`src/rtl/calc_pkg.sv`:
```
// calc_pkg: mode and FSM encodings shared by the sequential calculator.
package calc_pkg;
  localparam logic [1:0] MODE_ADD = 2'b00;
  localparam logic [1:0] MODE_SUB = 2'b01;
  localparam logic [1:0] MODE_MUL = 2'b10;
  localparam logic [1:0] MODE_DIV = 2'b11;
  localparam logic [1:0] ST_IDLE = 2'b00;
  localparam logic [1:0] ST_RUN  = 2'b01;
  localparam logic [1:0] ST_FIN  = 2'b10;
  function automatic logic [2:0] op_onehot(input logic [1:0] m);
    return m == MODE_ADD ? 3'b001 : m == MODE_SUB ? 3'b010 : m == MODE_MUL ? 3'b100 : 3'b000;
  endfunction
endpackage

```
`src/rtl/seq_muldiv_core.sv`:
```
// seq_muldiv_core: shared accumulator doing shift-add multiply or restoring divide, one bit per step.
module seq_muldiv_core #(
  parameter int WIDTH = 8
) (
  input  logic               clk,
  input  logic               rst_n,
  input  logic               load,
  input  logic               is_div,
  input  logic [WIDTH-1:0]   a,
  input  logic [WIDTH-1:0]   b,
  input  logic               step,
  output logic [2*WIDTH-1:0] acc_out
);
  logic [2*WIDTH-1:0] acc_q, acc_d, div_nxt;
  logic [WIDTH-1:0] b_q, b_d;
  logic div_q, div_d, ge;
  logic [WIDTH:0] mul_sum, rem_sh, diff;
  // acc = {partial/remainder, multiplier/quotient}; lower half shifts out as upper half fills
  always_comb begin
    mul_sum = {1'b0, acc_q[2*WIDTH-1:WIDTH]} + (acc_q[0] ? {1'b0, b_q} : '0);
    rem_sh = acc_q[2*WIDTH-1:WIDTH-1];
    diff = rem_sh - {1'b0, b_q};
    ge = ~diff[WIDTH];
    div_nxt = ge ? {diff[WIDTH-1:0], acc_q[WIDTH-2:0], 1'b1} : {rem_sh[WIDTH-1:0], acc_q[WIDTH-2:0], 1'b0};
    acc_d = load ? {{WIDTH{1'b0}}, a} : step ? (div_q ? div_nxt : {mul_sum, acc_q[WIDTH-1:1]}) : acc_q;
    b_d = load ? b : b_q;
    div_d = load ? is_div : div_q;
  end
  always_ff @(posedge clk) begin
    if (!rst_n) begin
      acc_q <= '0;
      b_q <= '0;
      div_q <= 1'b0;
    end else begin
      acc_q <= acc_d;
      b_q <= b_d;
      div_q <= div_d;
    end
  end
  assign acc_out = acc_q;
endmodule

```
`src/rtl/seq_calculator.sv`:
```
// seq_calculator: multi-cycle add/sub/mul/div with start/done handshake and registered results.
module seq_calculator
  import calc_pkg::*;
#(
  parameter int WIDTH = 8
) (
  input  logic               clk,
  input  logic               rst_n,
  input  logic               start,
  input  logic [1:0]         mode,
  input  logic [WIDTH-1:0]   a,
  input  logic [WIDTH-1:0]   b,
  input  logic               cin,
  output logic               busy,
  output logic               done,
  output logic [2*WIDTH-1:0] result,
  output logic               carry,
  output logic               sgn,
  output logic               div_by_zero,
  output logic [2:0]         op_active
);
  localparam int CW = $clog2(WIDTH);
  logic [1:0] state_q, state_d;
  logic [CW-1:0] cnt_q, cnt_d;
  logic [2*WIDTH-1:0] res_q, res_d, acc;
  logic [2:0] op_q, op_d;
  logic carry_q, carry_d, sgn_q, sgn_d, dbz_q, dbz_d, run_q, run_d;
  logic [WIDTH:0] sum;
  logic lt, zero_div, is_md, go, load, step, fin, last;
  assign sum = {1'b0, a} + {1'b0, b} + {{WIDTH{1'b0}}, cin};
  assign lt = a < b;
  assign zero_div = mode == MODE_DIV && b == '0;
  assign is_md = mode[1] && !zero_div;
  assign go = state_q == ST_IDLE && start;
  assign load = go && is_md;
  assign step = state_q == ST_RUN;
  assign fin = state_q == ST_FIN;
  assign last = cnt_q == CW'(WIDTH - 1);
  seq_muldiv_core #(.WIDTH(WIDTH)) u_core (
    .clk(clk),
    .rst_n(rst_n),
    .load(load),
    .is_div(mode[0]),
    .a(a),
    .b(b),
    .step(step),
    .acc_out(acc)
  );
  // single-cycle ops commit on the capture edge; mul/div commit from the core while leaving FIN
  always_comb begin
    state_d = go ? (is_md ? ST_RUN : ST_FIN) : step ? (last ? ST_FIN : ST_RUN) : ST_IDLE;
    cnt_d = step && !last ? cnt_q + 1'b1 : '0;
    run_d = go ? is_md : run_q;
    op_d = go ? op_onehot(mode) : fin ? 3'b000 : op_q;
    res_d = go && !is_md ? (mode == MODE_ADD ? {{WIDTH{1'b0}}, sum[WIDTH-1:0]} :
                            mode == MODE_SUB ? {{WIDTH{1'b0}}, lt ? b - a : a - b} :
                            {a, {WIDTH{1'b1}}}) :
            fin && run_q ? acc : res_q;
    carry_d = go && !is_md ? mode == MODE_ADD && sum[WIDTH] : step && last ? 1'b0 : carry_q;
    sgn_d = go && !is_md ? mode == MODE_SUB && lt : step && last ? 1'b0 : sgn_q;
    dbz_d = go && !is_md ? zero_div : step && last ? 1'b0 : dbz_q;
  end
  always_ff @(posedge clk) begin
    if (!rst_n) begin
      state_q <= ST_IDLE;
      cnt_q <= '0;
      run_q <= 1'b0;
      op_q <= 3'b000;
      res_q <= '0;
      carry_q <= 1'b0;
      sgn_q <= 1'b0;
      dbz_q <= 1'b0;
    end else begin
      state_q <= state_d;
      cnt_q <= cnt_d;
      run_q <= run_d;
      op_q <= op_d;
      res_q <= res_d;
      carry_q <= carry_d;
      sgn_q <= sgn_d;
      dbz_q <= dbz_d;
    end
  end
  assign busy = state_q != ST_IDLE;
  assign done = fin;
  assign result = fin && run_q ? acc : res_q;
  assign carry = carry_q;
  assign sgn = sgn_q;
  assign div_by_zero = dbz_q;
  assign op_active = op_q;
endmodule

```
`config.mk`:
```
export PLATFORM = sky130hd
export DESIGN_NAME = seq_calculator
export DESIGN_NICKNAME = d
export VERILOG_FILES = /design/src/rtl/calc_pkg.sv /design/src/rtl/seq_muldiv_core.sv /design/src/rtl/seq_calculator.sv
export SDC_FILE = /design/constraint.sdc
export NUM_CORES = 1
export LEC_CHECK = 0
export ABC_AREA = 0
export CORE_MARGIN = 2
export CORE_UTILIZATION = 52
export DETAILED_ROUTE_END_ITERATION = 10
export PLACE_DENSITY = 0.77
export SYNTH_ARGS = -nofsm -noshare
export SYNTH_HDL_FRONTEND = slang
export SYNTH_HIERARCHICAL = 1
export SYNTH_SLANG_ARGS = --single-unit
```
`constraint.sdc`:
```
create_clock -name clk -period 2.9 [get_ports clk]
set_input_delay 0.87 -clock clk [delete_from_list [all_inputs] [get_ports clk]]
set_output_delay 0.87 -clock clk [all_outputs]
set_load 0.05 [all_outputs]
```
### Word level (Yosys, flattened, before mapping)

Cells that the tools add are included.

* flip-flop bits (word level): 53
* input bits: 22
* word-level logic and storage cells: 72

* add/sub/neg operators: 7
* magnitude comparators: 1
* equal/unequal tests: 6
* mux-type cells: 23
* bitwise gates (word level): 1
* reduce and logical (&&, ||, !) cells: 22

Operators with widths (count)
* two-way mux 16 bit: 6
* two-way mux 8 bit: 4
* adder 8 x 8 -> 9 bit: 2
* subtractor 8 bit: 2
* two-way mux 3 bit: 5
* logical AND 1 bit: 10
* adder 9 x 1 -> 9 bit: 1
* subtractor 9 x 8 -> 9 bit: 1
* logical NOT 8 bit: 1
* less-than comparator 8 bit: 1
* two-way mux 2 bit: 4
* nonzero test 2 bit: 4
* == test 2 bit (second input constant): 3
* == test 2 x 1 -> 1 bit (second input constant): 2
* logical NOT 2 bit: 2
* two-way mux 1 bit: 4
* adder 3 x 1 -> 3 bit (second input constant): 1
* == test 3 bit (second input constant): 1
* logical NOT 1 bit: 3
* AND reduction 2 bit: 1
* OR reduction 2 bit: 1
* inverter 1 bit: 1

### Longest topological paths before layout

Gate-level depths: netlist (run 1).

* word-level depth: 7
* depth in mapped cells: 10
* gate-level depth less buffers: 10

### Modules after synthesis

Netlist (run 1), hierarchy kept.

By module, submodules not included
* seq_calculator: times used 1, cells an instance 282, area an instance 2387.3 um^2, seq. area each 560.5 um^2
* seq_muldiv_core: times used 1, cells an instance 239, area an instance 2013.2 um^2, seq. area each 500.5 um^2

### Worst setup path before layout (run 1)

OpenSTA, ideal clock, no wires.

* path kind: input port to flip-flop
* start: input port a[0]
* end: register res_q[3]
* library setup time: 0.128 ns
* arrival time: 2.924 ns
* setup slack: -0.152 ns
* stages on the path: 10
* cell sequence: inv_1 > ha_1 > fa_1 > nand3b_1 > a21oi_1 > or2_0 > buf_2 > mux2_2 > a2111oi_2 > nor3_1

* cells in the longest elaborated chain, start to end: 5
* elaborated cells between the ends (all ways): 9

Ends and longest elaborated chain
* start: declaration: RTL line seq_calculator.sv:11 `input logic [WIDTH-1:0] a,`
* parallel branches: the longest is 3 deep, another holds adder 8 x 8 -> 9 bit
* two-way mux 16 bit * (2 in series): RTL line seq_calculator.sv:55 `res_d = go && !is_md ? (mode == MODE_ADD ? {{WIDTH{1'b0}}, sum[WIDTH-1:0]} :`
* end signal: assignment: RTL line seq_calculator.sv:78 `res_q <= res_d;`
* end: declaration: RTL line seq_calculator.sv:25 `logic [2*WIDTH-1:0] res_q, res_d, acc;`

Mark *: on every way between the ends.
A chain may end at the register's enable or synchronous reset.

### Worst setup path after layout (run 1)

* start: input port a[0]
* end: register res_q[4]

Same word-level chain as after synthesis.

==> impl_metrics.py, run 1 <==
metrics = {
    "placement": {
        "place.gp.congestion": 0.972,
        "hpwl_um": 11200,
        "post-place-ws_ps": -528,
        "port_buffers": 45,
    },
    "floorplanning": {
        "fp.coreArea_mm2": 0.00822,
        "die-area_mm2": 0.00921,
        "start_util": 0.536,
        "rows": 33,
        "pin_count": 46,
        "chipWidth_um": 96.0,
        "dieHeight_um": 96.0,
    },
    "critical_path": {
        "cp_cell_sequence": "dlygate4sd2_1 > buf_6 > buf_4 > ha_1 > fa_1 > nor2b_2 > o21a_1 > o21bai_1 > a31oi_2 > mux2i_1 > o211ai_1",
        "critPathSlowestCell": "fa_1",
        "arrival_ps": 3020,
        "ff2ff_path_depth": 9,
        "required_ps": 3110,
        "critPathKind": "primary input to flop",
        "crit_cells": 11,
        "cp_num_buf_inv": 3,
        "cp_top_family": "adder cells",
        "critPathLaunchType": "primary input",
        "cp_max_fo": 3,
        "slowest_delay_ps": 420,
        "critPathCaptureType": "flop",
    },
    "global_route": {
        "grt_antenna_before_repair": 0,
        "grt_max_degree": 30,
        "grt_overflow": 0,
        "grt_first_pass_wirelength_um": 22900,
        "grt_pass1_vias": 4560,
        "grt_usage": 0.326,
    },
    "min_path": {
        "hold_depth": 1,
        "hp-class": "flop to flop",
    },
    "pwr": {
        "p_comb_frac": 0.416,
        "p_total_mw": 2.15,
        "ir_drop_uv": 247,
        "p_seq_frac": 0.377,
        "leakage_nw": 2.65,
        "intPower_mw": 1.34,
        "swShare": 0.374,
        "p_clk_frac": 0.207,
        "power_density_mw_per_mm2": 359,
        "power.net_switching_mw": 0.803,
    },
    "finish": {
        "layout-drive-gt1-share": 0.271,
        "area_delta_synth_final_pct": 35.9,
        "antenna_cells": 0,
        "final_nets": 712,
        "utilization": 0.728,
    },
    "routing": {
        "drtIter0Drc": 268,
        "drcViolationCount": 0,
        "routedWlPerCell_um": 19.5,
        "vias_per_cell": 6.04,
        "drt_first_pass_iters": 7,
        "drtAntennaViolNets": 0,
        "totalWireLength_um": 14600,
        "via_count": 4531,
    },
    "clock_tree": {
        "clk_pin_slew_ps": 110,
        "clockBufferDepth": 2,
        "numCtsBuffers": 5,
        "clock_sinks": 53,
        "htree_num_levels": 2,
        "cts_tree": "built",
        "clk_latency_ps": 320,
        "cts_root_buf": "clkbuf_8",
    },
    "sta": {
        "layout_setup_ws_ps": 89.2,
        "clock_skew_ps": 9.99,
        "max_slew_margin": 0.654,
        "finalCritPeriodShare": 0.969,
        "max_clock_freq_ghz": 0.356,
        "finalMaxSlewViolations": 0,
        "holdWs_ps": 428,
        "hold_viol": 0,
        "post-route-min-period_ps": 2810,
        "worst_pin_slew_ps": 512,
        "setup_viol": 0,
        "fin_setup_tns_ps": 0,
    },
    "synthesis": {
        "ys_warn_count": 6,
        "synthArstFlopShare": 0,
        "synth-seq-cells": 53,
        "synth_cells": 521,
        "syn-cell-area_mm2": 0.00440,
        "synth.distinct_cells": 69,
        "ys.flop_type": "dfxtp_1",
        "syn_area_per_cell_um2": 8.45,
        "syn-num-nets": 589,
        "synth_edf_count": 0,
        "yosysSeqAreaShare": 0.241,
    },
    "run": {
        "maxCapViolations": 0,
    },
    "status": {
        "status": "completed",
    },
}
## cells in the mapped netlist, drive strengths merged, types with 3 or more instances
library cell  instances  area [um^2]
buf                  11         73.8
a211oi               14          105
o21ai                29          149
nor2                 35          136
a21o                  5         37.5
nor3b                 3         22.5
nand3b                3         22.5
a32o                  9         90.1
nand2                17         63.8
o31ai                 5         42.5
a32oi                 3         26.3
nand3                 7         35.0
or3                   5         31.3
a311oi                3         26.3
o311a                 4         51.3
and2                 12         75.1
o21a                 13         97.6
a31oi                 5         31.3
xnor2                 5         43.8
nor3                 12         60.1
mux2i                24          240
nor2b                29          181
dfxtp                53         1060
nand2b                9         58.8
o211ai                5         37.5
fa                    6          120
or4                   6         45.0
ha                   40          500
a21oi                35          201
nand4                 4         25.0
o21bai                7         52.6
clkbuf               13         48.8
inv                  44          165
mux2                 14          158
## cell type report
class | instances | area [um^2]
Clock buffer | 5 | 68.8
Clock inverter | 3 | 21.3
Sequential cell | 53 | 1060
Multi-Input combinational cell | 400 | 3230
Tap cell | 105 | 131
Fill cell | 630 | 2240
Inverter | 44 | 165
Timing Repair Buffer | 140 | 1300
## per-layer routing
| metal | share of wire | vias to the layer above | wire (um) | track usage |
|---|---|---|---|---|
| met1 | 0.41 | 2178 | 6020 | 0.387 |
| met3 | 0.062 | 39 | 899 | 0.0619 |
| met5 | 0 | - | 0 | 0 |
| met4 | 0.032 | 0 | 467 | 0.126 |
| li1 | - | 2148 | - | - |
| met2 | 0.49 | 166 | 7210 | 0.575 |
## timing repair
item	CTS	global route
setup endpoints to repair	7	6
pin swaps	9	10
resized for setup	33	19
hold buffers	0	0
setup buffers	6	1
## stage by stage
stage               std cells  area [um^2]
global placement          735         5670
global route              750         5980
CTS                       749         5910
finish                    750         5980
floorplan                 521         4430
detailed placement        735         5670
## power by group through the flow
stage	sequential, mW	combinational [mW]	clock [mW]
3_3_place_gp	0.822	0.811	0
3_5_place_dp	0.825	0.825	0
2_1_floorplan	0.813	0.501	0
4_1_cts	0.808	0.864	0.449
6_report	0.809	0.894	0.444
5_1_grt	0.813	0.960	0.478
## cell families after synthesis
| logic type | after synthesis | share of synthesized area |
|---|---|---|
| flip-flops | 53 | 0.241 |
| adder cells (fa/ha/maj) | 46 | 0.141 |
| AO/OA/AOI/OAI | 157 | 0.259 |
| XOR/XNOR | 7 | 0.0139 |
| multiplexers | 38 | 0.0904 |
| buffers and inverters | 68 | 0.0654 |
| AND/OR/NAND/NOR | 152 | 0.189 |
## worst paths after layout
| path | start | end | slack, ps |
|---|---|---|---|
| worst min-delay path | cnt_q[0] | cnt_q[0] | 430 |
| worst max register to register | u_core/acc_out[7] | u_core/acc_out[8] | 250 |
| worst min register to register | cnt_q[0] | cnt_q[0] | 430 |
| worst max-delay path | a[0] | res_q[4] | 90 |
## placed cells by master (no fill, tap or decap), types with 13 or more instances in the layout
master,n
a21oi_1,29
nand2_1,17
o21a_1,13
o21ai_0,16
ha_1,30
dfxtp_1,53
mux2_2,13
nor2_1,32
buf_4,97
a211oi_1,13
buf_12,13
nor2b_1,28
inv_1,42
mux2i_1,24
## registers in the layout, indices dropped and copies added (netlist names)
signal and flops:
res_q 16, op_active 3, u_core/acc_out 16, cnt_q 3, state_q 2, u_core/div_q 1, carry 1, div_by_zero 1
run_q 1, sgn 1, u_core/b_q 8
Power figures use the tool's default switching activity.
==> run 2, diff against run 1 <==
CORE_UTILIZATION = 37   (was 52)
HOLD_SLACK_MARGIN = 0.12   (was default)
PLACE_DENSITY = default   (was 0.77)
==> impl_metrics.py, run 2 (synthesized netlist as in run 1, its figures left out) <==
metrics = {
    "finish": {
        "fill_cells": 1090,
        "antenna_cells": 0,
        "multiInputGateArea_mm2": 0.00324,
        "area_delta_synth_final_pct": 38.5,
        "final_cell_mix": "94 x buf_4, 52 x dfxtp_1, 39 x inv_1",
        "final_common_cell": "buf_4",
        "layout-drive-gt1-share": 0.281,
        "final_nets": 712,
        "area.sequential_mm2": 0.00106,
    },
    "routing": {
        "drcViolationCount": 1,
        "drtAntennaViolNets": 0,
        "drtIter0Drc": 240,
        "vias_per_cell": 5.44,
        "routedWlPerCell_um": 17.8,
        "totalWireLength_um": 14100,
        "via_count": 4290,
        "drt_first_pass_iters": 7,
    },
    "sta": {
        "max_clock_freq_ghz": 0.352,
        "worst_pin_slew_ps": 519,
        "rsz0062_at_grt": "no",
        "hold_viol": 0,
        "post-route-min-period_ps": 2840,
        "finalMaxSlewViolations": 0,
        "finalCritPeriodShare": 0.980,
        "clock_skew_ps": 9.11,
        "fin_setup_tns_ps": 0,
        "max_slew_margin": 0.654,
        "setup_viol": 0,
    },
    "pwr": {
        "ir_drop_uv": 270,
        "leakage_nw": 2.65,
        "power_density_mw_per_mm2": 379,
        "p_total_mw": 2.31,
    },
    "clock_tree": {
        "cts_root_buf": "clkbuf_16",
        "ctsHoldBuffers": 0,
        "clock_sinks": 53,
        "cts_tree": "built",
        "clk_pin_slew_ps": 80,
        "clk_latency_ps": 300,
        "htree_num_levels": 2,
        "clockBufferDepth": 2,
        "numCtsBuffers": 5,
    },
    "min_path": {
        "hp-class": "flop to flop",
    },
    "run": {
        "maxCapViolations": 0,
    },
    "critical_path": {
        "arrival_ps": 3080,
        "critPathLaunchType": "primary input",
        "critPathKind": "primary input to flop",
        "required_ps": 3140,
        "cp_max_fo": 4,
        "critPathCaptureType": "flop",
    },
    "placement": {
        "port_buffers": 45,
        "hpwl_um": 11000,
        "place.gp.congestion": 0.927,
    },
    "global_route": {
        "grt_first_pass_wirelength_um": 23100,
        "grt_usage": 0.225,
        "grt_pass1_vias": 4352,
        "grt_max_degree": 43,
        "grt_antenna_before_repair": 0,
        "grt_overflow": 0,
    },
    "floorplanning": {
        "start_util": 0.382,
        "pin_count": 46,
        "rows": 39,
        "fp.coreArea_mm2": 0.0115,
        "dieHeight_um": 113,
        "chipWidth_um": 113,
        "die-area_mm2": 0.0128,
    },
    "status": {
        "status": "complete, but fails checks",
        "violations": "design-rule violations",
    },
}
## run 2: cell count changes in the layout (fill, tap and decap cells not counted), moves of 2 or more
cell	before	now
clkbuf_16	0	5
clkbuf_8	5	0
dlymetal6s2s_1	9	5
buf_4	97	94
clkbuf_2	0	3
inv_1	42	39
inv_2	2	5
buf_6	1	3
dlygate4sd2_1	7	9
## run 2: critical path: stages
cell and delay (ps):
dlygate4sd2_1 300, ha_4 290, a21oi_4 160, o21ai_2 90
or2_4 280, buf_6 120, o311a_1 360, or4_1 530
nand3_1 90
## run 2: report_power, final
group          internal [mW]  switching [mW]  leakage (nW)
clock                  0.327           0.293        0.0680
combinational          0.409           0.477          2.15
sequential             0.766          0.0406         0.432
total                   1.50           0.810          2.65
## run 2: final timing paths
kind	start	to	slack, ps	cells after the start
setup reg to reg	u_core/acc_out[7]	u_core/acc_out[14]	270	9
hold / removal	cnt_q[0]	cnt_q[0]	420	1
setup / recovery	b[5]	res_q[6]	60	9
hold reg to reg	cnt_q[0]	cnt_q[0]	420	1
## run 2: cell type report
class | count | area share
Clock buffer | 5 | 0.0205
Inverter | 44 | 0.0271
Sequential cell | 53 | 0.174
Tap cell | 143 | 0.0294
Multi-Input combinational cell | 400 | 0.532
Timing Repair Buffer | 140 | 0.213
Clock inverter | 3 | 0.00431
## run 2: routing by layer
metal,part of all wire,vias up,global-route usage
li1,-,2142,-
met1,0.43,2020,0.285
met2,0.51,108,0.409
met3,0.040,20,0.0225
met4,0.019,0,0.0593
met5,0,-,0
## run 2: through the flow
step	utilization	area [um^2]	cells	setup slack, ps	hold WS (ps)
2_1_floorplan	-	4430	521	21.6	398
3_3_place_gp	0.497	5720	772	-518	411
3_5_place_dp	0.497	5720	772	-571	420
4_1_cts	0.521	5990	784	4.68	432
5_1_grt	0.529	6090	788	8.66	450
6_report	0.529	6090	788	59.3	422
## run 2: repair_timing
| item | in CTS | in global routing |
|---|---|---|
| resized for setup | 35 | 29 |
| pin swaps | 10 | 13 |
| gates cloned | 0 | 0 |
| endpoints found under the setup margin | 8 | 8 |
| setup buffers | 4 | 4 |
==> run 3, diff against run 2 <==
CORE_ASPECT_RATIO = 0.7   (was default)
==> impl_metrics.py, run 3 (synthesized netlist as in run 1, its figures left out) <==
metrics = {
    "status": {
        "status": "completed",
    },
    "finish": {
        "layout-drive-gt1-share": 0.266,
        "antenna_cells": 0,
        "final_nets": 703,
        "multiInputGateArea_mm2": 0.00323,
        "utilization": 0.520,
        "area.sequential_mm2": 0.00106,
        "final_cell_mix": "88 x buf_4, 53 x dfxtp_1, 39 x inv_1",
        "final_common_cell": "buf_4",
        "fill_cells": 1093,
        "area_delta_synth_final_pct": 37.6,
        "stdcell_count": 793,
        "design_area_mm2": 0.00605,
    },
    "clock_tree": {
        "clk_pin_slew_ps": 80,
        "cts_tree": "built",
        "clockBufferDepth": 2,
        "clk_latency_ps": 300,
        "ctsHoldBuffers": 0,
        "htree_num_levels": 2,
        "clock_sinks": 53,
        "numCtsBuffers": 5,
        "cts_root_buf": "clkbuf_16",
    },
    "critical_path": {
        "endpoint": "res_q[3]",
        "critical_path.startpoint": "b[0]",
        "ff2ff_path_depth": 9,
        "rrSetupSlack_ps": 190,
        "required_ps": 3070,
        "cp_max_fo": 3,
        "critPathKind": "primary input to flop",
        "arrival_ps": 3000,
        "r2r-start": "u_core/acc_out[7]",
        "r2r_end": "u_core/acc_out[14]",
        "critPathCaptureType": "flop",
        "critPathLaunchType": "primary input",
    },
    "placement": {
        "dp.cells": 781,
        "post-place-ws_ps": -574,
        "place_area_mm2": 0.00569,
        "port_buffers": 45,
        "hpwl_um": 11300,
        "place.gp.congestion": 0.943,
    },
    "global_route": {
        "grt_max_degree": 24,
        "grt_pass1_vias": 3992,
        "grt_usage": 0.223,
        "grt_antenna_before_repair": 0,
        "grt_overflow": 0,
        "grt_first_pass_wirelength_um": 22500,
    },
    "routing": {
        "via_count": 4423,
        "routedWlPerCell_um": 17.9,
        "drtAntennaViolNets": 0,
        "vias_per_cell": 5.58,
        "totalWireLength_um": 14200,
        "drtIter0Drc": 482,
        "drcViolationCount": 0,
        "drt_first_pass_iters": 5,
    },
    "sta": {
        "clock_skew_ps": 9.02,
        "fin_setup_tns_ps": 0,
        "setup_viol": 0,
        "post-route-min-period_ps": 2830,
        "layout_setup_ws_ps": 66.2,
        "worst_pin_slew_ps": 664,
        "hold_viol": 0,
        "holdWs_ps": 432,
        "finalMaxSlewViolations": 0,
        "finalCritPeriodShare": 0.977,
        "max_slew_margin": 0.555,
        "max_clock_freq_ghz": 0.353,
    },
    "floorplanning": {
        "fp.coreArea_mm2": 0.0116,
        "die-area_mm2": 0.0128,
        "chipWidth_um": 134,
        "rows": 33,
        "dieHeight_um": 95.2,
        "start_util": 0.378,
        "pin_count": 46,
    },
    "pwr": {
        "p_total_mw": 2.39,
        "ir_drop_uv": 343,
        "leakage_nw": 2.63,
        "power_density_mw_per_mm2": 395,
    },
    "min_path": {
        "hp-class": "flop to flop",
    },
    "run": {
        "maxCapViolations": 0,
    },
}
## run 3: cell count changes in the layout (fill, tap and decap cells not counted), sizes merged, moves of 2 or more
cell           previous run  this run
buf                     111       102
clkinvlp                  2         0
dlymetal6s2s              5         7
clkdlybuf4s15             0         2
## run 3: how the worst min path moves through the flow
stage / start / endpoint / slack, ps / depth (start not counted)
global route: cnt_q[0] / cnt_q[0] / 460 / 1
floorplan: cnt_q[0] / cnt_q[0] / 400 / 1
CTS: cnt_q[0] / cnt_q[0] / 440 / 1
finish: cnt_q[0] / cnt_q[0] / 430 / 1
global placement: cnt_q[0] / cnt_q[0] / 410 / 1
detailed placement: cnt_q[0] / cnt_q[0] / 430 / 1
## run 3: metal layers
metal,part of all wire,vias up,wire (um),global-route usage
met5,0,-,0,0
met4,0.0092,0,130,0.0263
met3,0.077,14,1090,0.0362
met2,0.40,166,5680,0.313
met1,0.51,2113,7290,0.360
li1,-,2130,-,-
## run 3: final cells by class
class / count / area share
clock buffers: 7 / 0.0236
clock inverters: 1 / 0.00496
inverters: 44 / 0.0273
multi-input cells: 400 / 0.533
flip-flops and latches: 53 / 0.175
well taps: 157 / 0.0325
repair buffers: 131 / 0.203
## run 3: power by group
group	switching (mW)	internal, mW	total (mW)
registers	0.0383	0.766	0.804
clock network	0.280	0.432	0.712
logic	0.484	0.393	0.877
## run 3: repair_timing
item,4_1_cts,5_1_grt
pin swaps,8,15
resized for setup,27,26
endpoints found under the setup margin,8,7
buffers inserted,1,3
hold endpoints to repair,0,0
## run 3: worst max-delay path, stage by stage
cell and delay (ps):
clkdlybuf4s15_2 230, ha_2 210, fa_2 350, nand3b_1 250
a21oi_2 200, or2_1 160, mux2_4 320, a2111oi_4 330
nor3_1 90
